===== src/rtl/queue_instruction_param_pkg.sv =====
// Shared defaults for the fetch/decode instruction queue.
//   DEF_WORD  : instruction width in bits
//   DEF_ADDR  : program-counter width in bits
//   DEF_DEPTH : queue depth in entries (power of two, >= 2)
//   DEF_SKID  : entries held in reserve once stall_o asserts
package queue_instruction_param_pkg;

    localparam int DEF_WORD  = 32;
    localparam int DEF_ADDR  = 32;
    localparam int DEF_DEPTH = 8;
    localparam int DEF_SKID  = 1;

endpackage


===== src/rtl/queue_instruction_param_fifo_ptr_ram.sv =====
// Circular FIFO storage with read/write pointers and an occupancy count.
// Ports:
//   clk, reset        : clock, synchronous active-high reset
//   wr_en, wr_data    : write wr_data at wr_ptr, advance wr_ptr
//   rd_en, rd_data    : rd_data is the head entry (combinational); rd_en advances rd_ptr
//   clr               : return pointers and count to zero (overrides wr_en/rd_en)
//   count, full, empty: occupancy status from the registered count
// Callers must not assert wr_en when full or rd_en when empty.
module queue_instruction_param_fifo_ptr_ram
    import queue_instruction_param_pkg::*;
#(
    parameter int W     = DEF_WORD + DEF_ADDR,
    parameter int DEPTH = DEF_DEPTH,
    parameter int W_CNT = $clog2(DEPTH + 1)
) (
    input  logic             clk,
    input  logic             reset,
    input  logic             wr_en,
    input  logic [W-1:0]     wr_data,
    input  logic             rd_en,
    output logic [W-1:0]     rd_data,
    input  logic             clr,
    output logic [W_CNT-1:0] count,
    output logic             full,
    output logic             empty
);

    localparam int PTR_W = $clog2(DEPTH);
    localparam logic [W_CNT-1:0] FULL_CNT = W_CNT'(DEPTH);

    logic [W-1:0]     mem [DEPTH];
    logic [PTR_W-1:0] wr_ptr;
    logic [PTR_W-1:0] rd_ptr;

    // Storage is not reset; entries are only observed once written.
    always_ff @(posedge clk) begin
        if (wr_en) begin
            mem[wr_ptr] <= wr_data;
        end
    end

    always_ff @(posedge clk) begin
        if (reset || clr) begin
            wr_ptr <= '0;
            rd_ptr <= '0;
            count  <= '0;
        end else begin
            if (wr_en) begin
                wr_ptr <= wr_ptr + 1'b1;
            end
            if (rd_en) begin
                rd_ptr <= rd_ptr + 1'b1;
            end
            if (wr_en && !rd_en) begin
                count <= count + 1'b1;
            end else if (rd_en && !wr_en) begin
                count <= count - 1'b1;
            end
        end
    end

    assign rd_data = mem[rd_ptr];
    assign full    = (count == FULL_CNT);
    assign empty   = (count == '0);

endmodule


===== src/rtl/queue_instruction_param.sv =====
// Instruction queue between fetch and decode: DEPTH-entry FIFO of (inst, pc).
// Ports:
//   clk, reset           : clock, synchronous active-high reset
//   v_i, inst_i, pc_i    : upstream word from fetch
//   stall_o              : asks fetch to stop issuing (SKID entries early)
//   v_o, inst_o, pc_o    : head entry toward decode
//   stall_i              : decode cannot take the head this cycle
//   branch_i             : taken branch, flushes the queue
//   count_o              : current occupancy
//   ovf_o                : sticky, a valid word was dropped while full
module queue_instruction_param
    import queue_instruction_param_pkg::*;
#(
    parameter int WORD  = DEF_WORD,
    parameter int ADDR  = DEF_ADDR,
    parameter int DEPTH = DEF_DEPTH,
    parameter int SKID  = DEF_SKID,
    parameter int W_CNT = $clog2(DEPTH + 1)
) (
    input  logic             clk,
    input  logic             reset,
    input  logic             v_i,
    output logic             stall_o,
    input  logic [WORD-1:0]  inst_i,
    input  logic [ADDR-1:0]  pc_i,
    output logic             v_o,
    input  logic             stall_i,
    output logic [WORD-1:0]  inst_o,
    output logic [ADDR-1:0]  pc_o,
    input  logic             branch_i,
    output logic [W_CNT-1:0] count_o,
    output logic             ovf_o
);

    localparam int ENTRY = WORD + ADDR;
    localparam logic [W_CNT-1:0] STALL_TH = W_CNT'(DEPTH - SKID);

    logic             wr_en;
    logic             rd_en;
    logic             full;
    logic             empty;
    logic [W_CNT-1:0] count;
    logic [ENTRY-1:0] rd_data;
    logic             ovf;

    // Acceptance uses the true full condition rather than stall_o so that
    // words already in flight when stall_o rises still land in the skid space.
    // A flush discards both sides of the handshake for this cycle.
    assign wr_en = v_i && !full && !branch_i;
    assign rd_en = !empty && !stall_i && !branch_i;

    queue_instruction_param_fifo_ptr_ram #(
        .W     (ENTRY),
        .DEPTH (DEPTH),
        .W_CNT (W_CNT)
    ) u_fifo (
        .clk     (clk),
        .reset   (reset),
        .wr_en   (wr_en),
        .wr_data ({inst_i, pc_i}),
        .rd_en   (rd_en),
        .rd_data (rd_data),
        .clr     (branch_i),
        .count   (count),
        .full    (full),
        .empty   (empty)
    );

    // Overflow survives flushes; only reset clears it.
    always_ff @(posedge clk) begin
        if (reset) begin
            ovf <= 1'b0;
        end else if (v_i && full && !branch_i) begin
            ovf <= 1'b1;
        end
    end

    assign v_o     = !empty;
    assign inst_o  = rd_data[ENTRY-1:ADDR];
    assign pc_o    = rd_data[ADDR-1:0];
    assign stall_o = (count >= STALL_TH);
    assign count_o = count;
    assign ovf_o   = ovf;

endmodule


===== config.mk =====
export PLATFORM = sky130hd
export DESIGN_NAME = queue_instruction_param
export DESIGN_NICKNAME = d
export VERILOG_FILES = /design/src/rtl/queue_instruction_param_pkg.sv /design/src/rtl/queue_instruction_param_fifo_ptr_ram.sv /design/src/rtl/queue_instruction_param.sv
export SDC_FILE = /design/constraint.sdc
export NUM_CORES = 1
export LEC_CHECK = 0
export ABC_AREA = 1
export CAP_MARGIN = 20
export CORE_UTILIZATION = 40
export CTS_CLUSTER_DIAMETER = 40
export DETAILED_ROUTE_END_ITERATION = 16
export GPL_TIMING_DRIVEN = 0
export PLACE_DENSITY = 0.63
export REMOVE_ABC_BUFFERS = 1
export SYNTH_ARGS = -nofsm -noshare
export SYNTH_HDL_FRONTEND = slang
export SYNTH_SLANG_ARGS = --single-unit

===== constraint.sdc =====
create_clock -name clk -period 12.5 [get_ports clk]
set_input_delay 2.5 -clock clk [delete_from_list [all_inputs] [get_ports clk]]
set_output_delay 2.5 -clock clk [all_outputs]
set_load 0.05 [all_outputs]

==> results.py <==
metrics = {
    "cts": {
        "ctsLongestPathBuffers": 3,
        "cts-root-buf": "clkbuf_16",
        "clk_latency_ns": 0.60,
        "numCtsBuffers": 61,
        "cts_max_level": 2,
        "clock_sinks": 526,
        "clkTransAtPathRegs_ns": 0.06,
        "hold_buffers": 0,
        "post_cts_buffers": 0,
        "tritoncts": "yes",
        "cts.repair.resized": 0,
    },
    "die": {
        "die_x_um": 232,
        "rows": 84,
        "die_area_um2": 53900,
        "num_io_pins": 140,
        "core-area_um2": 52400,
        "fp.dieH_um": 232,
        "start_util_pct": 40.4,
    },
    "synthesis": {
        "syn-cell-area_um2": 21200,
        "ys_top_cells_by_area": "edfxtp_1, nor2_1, nand2_1",
        "syn_avg_cell_area_um2": 11.7,
        "ys_seq_area_share_pct": 73.8,
        "yosys_warnings": 0,
        "synth_top_cell_by_area": "edfxtp_1",
        "synthCells": 1805,
        "synth_top_area_share_pct": 72.5,
        "ys_types": 23,
        "yosys_register_bits": 526,
    },
    "timing": {
        "layout_min_cycle_time_ns": 6.76,
        "final.setup.tns_ns": 0,
        "tightest_slew_ns": 1.04,
        "fmax_mhz": 148,
        "rsz0062_at_grt": "false",
        "hold_violations": 0,
        "maxSlewViolCount": 0,
        "setup_viol": 0,
        "fin_hold_ws_ns": 0.451,
        "slew_headroom_pct": 30.1,
        "min_period_over_period_pct": 54.0,
        "skew_ns": 0.0149,
    },
    "worst_setup_path": {
        "crit_chain": "buf_16, buf_16, buf_16, inv_8, buf_16, o21ai_0, nand2_1, nand2_1, nand2_1, clkdlybuf4s50_1",
        "critical_path.most_common_cell": "buf_16",
        "cp-start-kind": "flop",
        "cpPeakStageDelay_ns": 0.74,
        "setup.worst_path.class": "flop to output pin",
        "cp_data_arrival_time_ns": 4.26,
        "crit_required_ns": 10.00,
        "crit_fanout": 156,
        "cpMaxStageDelayCell": "dfxtp_4",
        "endpoint_kind": "output pin",
    },
    "global_route": {
        "antenna_found_initial": 5,
        "grt_max_degree": 157,
        "grt_first_pass_wirelength_um": 74000,
        "grt_overflow_total": 0,
        "grt_usage_pct": 18.0,
        "grt_pass1_vias": 12800,
    },
    "detailed_routing": {
        "drtPass1Iterations": 5,
        "remaining_drc_errors": 0,
        "totalWireLength_um": 48200,
        "wire_per_inst_um": 17.9,
        "ant_nets": 0,
        "via_count": 13200,
        "vias_per_cell": 4.91,
        "drtIter0Drc": 1018,
    },
    "power": {
        "pwr-share-comb_pct": 5.2,
        "p_seq_share_pct": 50.2,
        "p_per_area_nw_per_um2": 152,
        "power_w": 0.00390,
        "p_sw_w": 0.000831,
        "ir_drop_v": 0.0000992,
        "total_leakage_power_nw": 9.24,
        "switching_share_pct": 21.3,
        "intPower_w": 0.00307,
        "pwr-share-clk_pct": 44.5,
    },
    "final_layout": {
        "nets": 2034,
        "stdcell_count": 2698,
        "fillers": 4483,
        "area_growth_pct": 21.1,
        "post-route-util_pct": 49.0,
        "drive_gt1_share_pct": 7.91,
    },
    "place": {
        "dp_cells": 2584,
        "numPortBuffers": 139,
        "dp_hpwl_um": 27500,
        "routabilityCongestion": 0.745,
    },
    "job": {
        "maxCapViolCount": 0,
    },
    "worst_hold_path": {
        "worstHoldPathType": "flop to flop",
    },
    "run_status": {
        "status": "complete, no violations",
    },
}
-- layout make-up --
| type | instances | area, µm² | share of cell area [%] |
|---|---|---|---|
| diodes | 1 | 2.50 | 0.00975 |
| clock buffers | 73 | 1570 | 6.12 |
| clock inverters | 40 | 432 | 1.68 |
| inverters | 17 | 78.8 | 0.307 |
| multi-input cells | 1164 | 4850 | 18.9 |
| flip-flops and latches | 526 | 15700 | 61.0 |
| well taps | 688 | 861 | 3.35 |
| repair buffers | 189 | 2210 | 8.63 |
-- placed cells by master (no fill, tap or decap), types with 5 or more instances in the layout --
| cell type | Yosys | final |
|---|---|---|
| a21oi_1 | 9 | 9 |
| buf_12 | 0 | 7 |
| buf_16 | 0 | 12 |
| buf_6 | 25 | 26 |
| bufinv_16 | 0 | 7 |
| clkbuf_1 | 10 | 12 |
| clkbuf_16 | 0 | 61 |
| clkdlybuf4s50_1 | 0 | 139 |
| clkinv_1 | 0 | 7 |
| clkinv_2 | 0 | 8 |
| clkinvlp_4 | 0 | 8 |
| dfxtp_1 | 14 | 11 |
| edfxtp_1 | 512 | 512 |
| ha_1 | 5 | 5 |
| inv_1 | 15 | 14 |
| inv_6 | 1 | 6 |
| nand2_1 | 345 | 345 |
| nand3_1 | 10 | 10 |
| nor2_1 | 527 | 523 |
| o21ai_0 | 243 | 243 |
| o21ai_1 | 16 | 16 |
-- kinds of logic (layout without fill, tap and decap cells) --
group                    Yosys count  count (layout)  synth area share, %
AO/OA/AOI/OAI                    268             268                 6.33
XOR/XNOR                           2               2               0.0826
adder cells (fa/ha/maj)            6               6                0.390
buffers and inverters            115             319                 3.52
flip-flops                       526             526                 73.8
other                              0               1                    0
AND/OR/NAND/NOR                  888             888                 15.8
-- critical path: cells and delay by family (launching register included) --
kind	cells	cell delay, ns
buf+inv	6	2.31
flops	1	0.74
compound gates	1	0.27
simple gates	3	0.24
-- worst paths after layout --
| path | from | to | slack (ns) | cells past startpoint |
|---|---|---|---|---|
| worst max-delay path | flop | pc_o[20] | 5.74 | 10 |
| worst min-delay path | ovf_o | ovf_o | 0.45 | 2 |
| worst max register to register | u_fifo.count[0] | u_fifo.mem[1][15] | 9.77 | 6 |
| worst min register to register | ovf_o | ovf_o | 0.45 | 2 |
-- layer usage --
layer | vias to the layer above | share of wire (%) | GRT usage [%]
met5 | - | 0.17 | 0
met2 | 325 | 48 | 29.3
met1 | 6330 | 44 | 24.4
met3 | 70 | 6.1 | 4.14
met4 | 10 | 1.7 | 4.36
li1 | 6505 | - | -
-- power by group through the flow --
stage          Sequential [W]  Combinational, W  Clock, W
6_report              0.00196          0.000203   0.00174
5_1_grt               0.00196          0.000222   0.00184
4_1_cts               0.00196          0.000206   0.00177
3_5_place_dp          0.00199          0.000205         0
3_3_place_gp          0.00200          0.000194         0
2_1_floorplan         0.00200          0.000104         0
-- stage by stage --
| step | worst slack [ns] | instance area (µm²) |
|---|---|---|
| floorplan | 2.94 | 20500 |
| global placement | -4.09 | 22800 |
| detailed placement | 6.24 | 23700 |
| CTS | 5.58 | 25700 |
| global route | 5.40 | 25700 |
| finish | 5.74 | 25700 |
-- sequential cells by signal (all words and copies together) (netlist names), named ones only --
signal,flops
u_fifo.rd_ptr,3
u_fifo.count,4
u_fifo.wr_ptr,3
ovf_o,1
u_fifo.mem,512
-- cells in the mapped netlist --
cell	n
clkbuf_8	3
buf_4	7
dfxtp_1	14
fa_1	1
o21ai_1	16
clkbuf_1	10
inv_1	15
nand3_1	10
buf_6	25
edfxtp_1	512
nand4_1	1
nand2_1	345
ha_1	5
inv_2	1
inv_6	1
or2_2	1
xor2_1	2
clkbuf_2	14
o21ai_0	243
a21oi_1	9
buf_2	39
nor2_1	527
nor3_1	4
No activity file was read; power rests on OpenSTA's default activity.
